## config.mk

```make
export PLATFORM = sky130hd
export DESIGN_NAME = ifq_flat
export DESIGN_NICKNAME = d
export VERILOG_FILES = /design/src/rtl/ifq_if.sv /design/src/rtl/ifq.sv /design/src/flat_wrapper.sv
export SDC_FILE = /design/constraint.sdc
export NUM_CORES = 1
export LEC_CHECK = 0
export CORE_MARGIN = 2
export CORE_UTILIZATION = 41
export CTS_BUF_LIST = sky130_fd_sc_hd__clkbuf_8
export DETAILED_ROUTE_END_ITERATION = 6
export GPL_TIMING_DRIVEN = 0
export HOLD_SLACK_MARGIN = 0.03
export MAX_ROUTING_LAYER = met4
export PLACE_DENSITY_LB_ADDON = 0.1
export SYNTH_ARGS = -nofsm -noshare
export SYNTH_HDL_FRONTEND = slang
export SYNTH_SLANG_ARGS = --single-unit
```

## constraint.sdc

```tcl
create_clock -name clk -period 3.7 [get_ports clk]
set_input_delay 0.74 -clock clk [delete_from_list [all_inputs] [get_ports clk]]
set_output_delay 0.74 -clock clk [all_outputs]
set_load 0.005 [all_outputs]
```

## src/rtl/ifq_if.sv

```systemverilog
// ifq_if: fetch/decode handshake bundle around the instruction fetch queue.
interface ifq_if #(parameter int AW = 2);
    logic [31:0] in_inst;
    logic [31:0] in_pc;
    logic        pc_write_en;
    logic        im_next_en;
    logic        flush;
    logic [31:0] out_inst;
    logic [31:0] out_pc;
    logic        out_valid;
    logic        out_ready;
    logic [AW:0] count;
    modport master (
        output in_inst, in_pc, flush, out_ready,
        input  pc_write_en, im_next_en, out_inst, out_pc, out_valid, count
    );
    modport slave (
        input  in_inst, in_pc, flush, out_ready,
        output pc_write_en, im_next_en, out_inst, out_pc, out_valid, count
    );
endinterface

```

## src/rtl/ifq.sv

```systemverilog
// ifq: instruction fetch queue between fetch unit and decode, flushable on redirect.
module ifq #(
    parameter int DEPTH = 4,
    parameter int AW    = 2
) (
    input logic  clk,
    input logic  reset,
    ifq_if.slave q
);
    localparam logic [AW:0] FULL_CNT = (AW+1)'(DEPTH);
    logic [63:0]   mem [DEPTH];
    logic [AW-1:0] rd_ptr, wr_ptr;
    logic [AW:0]   count;
    logic          full, empty, enq, deq;
    // Fetch advances only on registered room, so decode's ready never reaches pc_write_en.
    always_comb begin
        full          = count == FULL_CNT;
        empty         = count == '0;
        q.pc_write_en = (!full || q.flush) && !reset;
        q.im_next_en  = q.pc_write_en;
        enq           = q.pc_write_en && !q.flush;
        deq           = !empty && q.out_ready && !q.flush;
        q.out_valid   = !empty;
        q.count       = count;
        {q.out_pc, q.out_inst} = empty ? 64'd0 : mem[rd_ptr];
    end
    always_ff @(posedge clk)
        if (enq) mem[wr_ptr] <= {q.in_pc, q.in_inst};
    always_ff @(posedge clk) begin
        if (reset || q.flush) begin
            count  <= '0;
            rd_ptr <= '0;
            wr_ptr <= '0;
        end else begin
            if (enq) wr_ptr <= wr_ptr + AW'(1);
            if (deq) rd_ptr <= rd_ptr + AW'(1);
            count <= count + (AW+1)'(enq) - (AW+1)'(deq);
        end
    end
endmodule
```

## src/flat_wrapper.sv

```systemverilog
// flat-port wrapper written by rule: the top's interface ports become plain ports
module ifq_flat 
#(
    parameter int DEPTH = 4,
    parameter int AW    = 2
)
  (clk, reset, q_in_inst, q_in_pc, q_flush, q_out_ready, q_pc_write_en, q_im_next_en, q_out_inst, q_out_pc, q_out_valid, q_count);
  ifq_if #(.AW(AW)) q_i ();
  input logic clk;
  input logic reset;
  input wire logic [$bits(q_i.in_inst)-1:0] q_in_inst;
  input wire logic [$bits(q_i.in_pc)-1:0] q_in_pc;
  input wire logic [$bits(q_i.flush)-1:0] q_flush;
  input wire logic [$bits(q_i.out_ready)-1:0] q_out_ready;
  output wire logic [$bits(q_i.pc_write_en)-1:0] q_pc_write_en;
  output wire logic [$bits(q_i.im_next_en)-1:0] q_im_next_en;
  output wire logic [$bits(q_i.out_inst)-1:0] q_out_inst;
  output wire logic [$bits(q_i.out_pc)-1:0] q_out_pc;
  output wire logic [$bits(q_i.out_valid)-1:0] q_out_valid;
  output wire logic [$bits(q_i.count)-1:0] q_count;
  assign q_i.in_inst = q_in_inst;
  assign q_i.in_pc = q_in_pc;
  assign q_i.flush = q_flush;
  assign q_i.out_ready = q_out_ready;
  assign q_pc_write_en = q_i.pc_write_en;
  assign q_im_next_en = q_i.im_next_en;
  assign q_out_inst = q_i.out_inst;
  assign q_out_pc = q_i.out_pc;
  assign q_out_valid = q_i.out_valid;
  assign q_count = q_i.count;
  ifq #(.DEPTH(DEPTH), .AW(AW)) u_core (.clk(clk), .reset(reset), .q(q_i));
endmodule
```

* Word-level counts from Yosys, hierarchy flattened
Memories as Yosys holds them, arrays and structs flattened. A register that Yosys moved wholly into a read port is not among the register bits.
Cells that the tools add are included.
** Operators by class
- Add/subtract/negate cells :: 4
- Eq/ne operators :: 1
- Mux-type cells :: 5
- Reductions and logical operators :: 11
** Operator list (number)
- two-way mux 64 bit :: 1
- adder 2 x 1 -> 2 bit, second input constant :: 2
- logical AND 1 bit :: 4
- logical NOT 1 bit :: 4
- two-way mux 2 bit :: 2
- adder 3 x 1 -> 3 bit :: 1
- == test 3 bit, second input constant :: 1
- logical NOT 3 bit :: 1
- subtractor 3 x 1 -> 3 bit :: 1
- logical OR 1 bit :: 2
- two-way mux 1 bit :: 2
** Word-level totals
- Bits in registers :: 7
- RAM bits :: 256
- Input port bits :: 68
- Output and inout port bits :: 70
- Logic and storage cells :: 25
- Memories kept :: 1
** Memory list
- u_core.mem :: words 4, bits a word 64, rd ports 1, clocked after memory_dff 1, wr ports 1, RTL line ifq.sv:11 : logic [63:0] mem [DEPTH];

* Longest topological paths before layout
- Depth after elaboration :: 7
- Depth in mapped cells :: 10
- Depth with buffers taken out :: 10

* Least setup slack after synthesis
No wires, ideal clock.
- Path type :: input-to-reg
- Start point :: in q_flush
- End point :: mem u_core.mem[0][0], enable pin
- Setup time :: 0.429 ns
- Arrival time :: 2.950 ns
- Required time :: 3.271 ns
- Slack :: 0.321 ns
- Stages :: 4
- Buffers on the path :: 1
- Cells stage by stage :: or2_2 clkbuf_1 nor2_1 and2_1
** On the way
- Cells in the longest elaborated chain, start to end :: 5
** RTL lines
- start, declared :: RTL line flat_wrapper.sv:13 : input wire logic [$bits(q_i.flush)-1:0] q_flush;
- logical OR 1 bit :: RTL line ifq.sv:19 : q.pc_write_en = (!full || q.flush) && !reset;
- logical AND 1 bit :: RTL line ifq.sv:19
- logical AND 1 bit * :: RTL line ifq.sv:21 : enq = q.pc_write_en && !q.flush;
- named net u_core.enq :: RTL line ifq.sv:14 : logic full, empty, enq, deq;
- two-way mux 1 bit * :: RTL line ifq.sv:28 : if (enq) mem[wr_ptr] <= {q.in_pc, q.in_inst};
- two-way mux 1 bit (not written as such) * :: RTL line ifq.sv:28
- end, declared :: RTL line ifq.sv:11
The timed path passes the listed nets; every way through them passes the cells marked *.

* Worst setup path after layout
- Start point :: reg u_core.count[1] (netlist: u_core.q.count[1])
- End point :: out q_out_pc[30]
** On the way
- Cells in the longest elaborated chain, start to end :: 2
** RTL lines
- start, declared :: RTL line ifq.sv:13 : logic [AW:0] count;
- start signal, assigned :: RTL line ifq.sv:37 : count <= count + (AW+1)'(enq) - (AW+1)'(deq);
- logical NOT 3 bit :: RTL line ifq.sv:18 : empty = count == '0;
- two-way mux 64 bit :: RTL line ifq.sv:25 : {q.out_pc, q.out_inst} = empty ? 64'd0 : mem[rd_ptr];
- end, declared :: RTL line flat_wrapper.sv:18 : output wire logic [$bits(q_i.out_pc)-1:0] q_out_pc;
Every way passes these cells.

==> flow_summary.yaml <==
finish:
  antenna_cells: 0
  final_common_cell: "edfxtp_1"
  regArea_mm2: 0.00787
  multi_input_area_mm2: 0.00212
  fin_cells: 995
  area_growth_pct: 25.6
  layout-drive-gt1-share: 0.203
  fillerInstances: 2010
  nNetsFinal: 718
  final_cell_mix: "edfxtp_1 (256), clkdlybuf4s50_1 (137), and2_1 (65)"
clock_tree:
  ctsHtreeMaxLevel: 2
  clk_pin_slew_ps: 60
  cts_tree: "done"
  clock_path_buffers: 3
  clock_sinks: 265
  post_cts.repair.setup_buffers: 0
  cts_buffers: 44
  holdBufCountCts: 0
  ctsResizeCount: 0
  cts_root_buffer: "clkbuf_8"
  clock_latency_ps: 530
worst_setup_path:
  required_ps: 2960
  crit_chain: "or3_1 > clkbuf_1 > and2_1 > clkdlybuf4s50_1"
  crit_start: "u_core.q.count[1]"
  critPathArrivalTime_ps: 2670
  cp_slowest_stage_delay_ps: 530
  critPathLaunchType: "register"
  crit_type: "reg -> out"
  cpLargestDelayFamily: "buffers and inverters"
  cp_num_buf_inv: 2
  cp-end-kind: "primary output"
  cp_slowest_cell: "clkdlybuf4s50_1"
  r2r-start: "u_core.q.count[1]"
  cp_max_fo: 11
route:
  drt-initial-drc-count: 197
  routed-via-count: 4933
  ant_nets: 0
  wire_per_inst_um: 19.6
  totalWireLength_um: 19500
  route.detailed.drc: 0
  first_pass_iters: 4
  via_per_inst: 4.96
sta:
  max_freq_mhz: 293
  relSlewSlack: 0.522
  finalHoldViolCount: 0
  period_minus_slack_ps: 3410
  setup_slack_ps: 288
  clock_skew_ps: 12.7
  finalSetupViolCount: 0
  holdWs_ps: 534
  drv_slew: 0
  worstMarginPinSlew_ps: 715
  fin_crit_sh: 0.922
  rsz0062_at_grt: "false"
grt:
  grt_pass1_vias: 5453
  grt_usage: 0.157
  antenna_found_initial: 0
  overflow: 0
  grt_pass1_wl_um: 30200
  grt_max_degree: 36
synthesis:
  synth_cells: 457
  ys_ff_latch: 265
  synth_cell_type_count: 25
  yosysWarningCount: 0
  synth.yosys.seq_area_share: 0.771
  synth.avg_cell_area_um2: 22.3
  syn_nets: 532
  synthesis.area_mm2: 0.0102
placed_design:
  io_buffer_count: 137
  routabilityCongestion: 0.695
  placedCellCount: 922
  dp_hpwl_um: 11700
  place_ws_ps: 387
die:
  die_area_mm2: 0.0262
  rows: 57
  start_util: 0.419
  die_h_um: 162
  coreArea_mm2: 0.0244
  pin_count: 138
  die_width_um: 162
power_and_ir_drop:
  power-per-cell-area_mw_per_mm2: 463
  p_leak_uw: 0.00414
  power_uw: 5940
  ir_worst_vdd_mv: 0.246
worst_hold_path:
  min_path_type: "reg -> reg"
  min_from: "u_core.rd_ptr[0]"
run:
  cap_violations: 0
status:
  status: "finished clean"
## flip-flops by register name (all words and copies together), names as in the netlist, named ones only
name,count
u_core.q.count,3
u_core.wr_ptr,2
u_core.mem,256
u_core.rd_ptr,2
## through the flow
stage               setup TNS, ps   util  instance area (um2)
floorplan                       0      -                10200
global placement          -421410  0.491                12000
detailed placement              0  0.496                12100
CTS                             0  0.526                12800
global route                    0  0.526                12800
finish                          0  0.526                12800
## power by group
| group | switching, uW | total (uW) | internal [uW] | leakage, uW |
|---|---|---|---|---|
| clock | 1070 | 2200 | 1120 | 0.000423 |
| combinational | 158 | 374 | 216 | 0.00132 |
| sequential | 13.7 | 3370 | 3360 | 0.00240 |
| total | 1250 | 5940 | 4690 | 0.00414 |
## worst min-delay path, delay by kind of cell, from the launching register on
family        cells  cell delay (ps)
xor+xnor          1               80
flops             1              340
simple gates      1               80
## worst paths after layout
kind	endpoint	slack, ps	depth (start not counted)
max reg2reg	u_core.q.count[2]	1350	10
min	u_core.rd_ptr[0]	530	2
min reg2reg	u_core.rd_ptr[0]	530	2
max	q_out_pc[30]	290	4
## cell families after synthesis
| family | Yosys count | share of synthesized area |
|---|---|---|
| flops | 265 | 0.771 |
| xor+xnor | 4 | 0.00343 |
| buf+inv | 30 | 0.0225 |
| mux | 65 | 0.144 |
| simple gates | 83 | 0.0484 |
| fa+ha+maj | 7 | 0.00931 |
| compound gates | 3 | 0.00208 |
## routing by layer
layer / GRT usage / up-vias / routed length, um
met5: - / - / 0
met1: 0.190 / 2523 / 8060
met2: 0.263 / 148 / 9970
met3: 0.0398 / 35 / 1210
li1: - / 2227 / -
met4: 0.0430 / 0 / 303
## cell usage after synthesis
cell type | number | area, um2
nor3b_1 | 1 | 7.51
clkbuf_2 | 1 | 5.00
mux2i_1 | 1 | 10.0
or2_2 | 1 | 6.26
buf_12 | 6 | 120
edfxtp_1 | 256 | 7690
xnor2_1 | 1 | 8.76
inv_1 | 7 | 26.3
mux4_1 | 4 | 105
xor2_1 | 3 | 26.3
o31ai_1 | 1 | 7.51
o311ai_0 | 1 | 8.76
nor2_1 | 10 | 37.5
buf_4 | 1 | 7.51
nor3_1 | 1 | 5.00
ha_1 | 6 | 75.1
fa_1 | 1 | 20.0
and2_1 | 69 | 432
or3_1 | 1 | 6.26
buf_2 | 6 | 30.0
buf_6 | 1 | 11.3
a21oi_1 | 1 | 5.00
clkbuf_1 | 8 | 30.0
mux4_2 | 60 | 1350
dfxtp_1 | 9 | 180
## cell type report
cell class / instances / area share
Tap cell: 324 / 0.0316
Timing Repair Buffer: 141 / 0.114
Clock inverter: 29 / 0.00936
Multi-Input combinational cell: 162 / 0.165
Clock buffer: 45 / 0.0483
Inverter: 7 / 0.00205
Buffer: 22 / 0.0156
Sequential cell: 265 / 0.613
(Power assumes the default switching activity.)
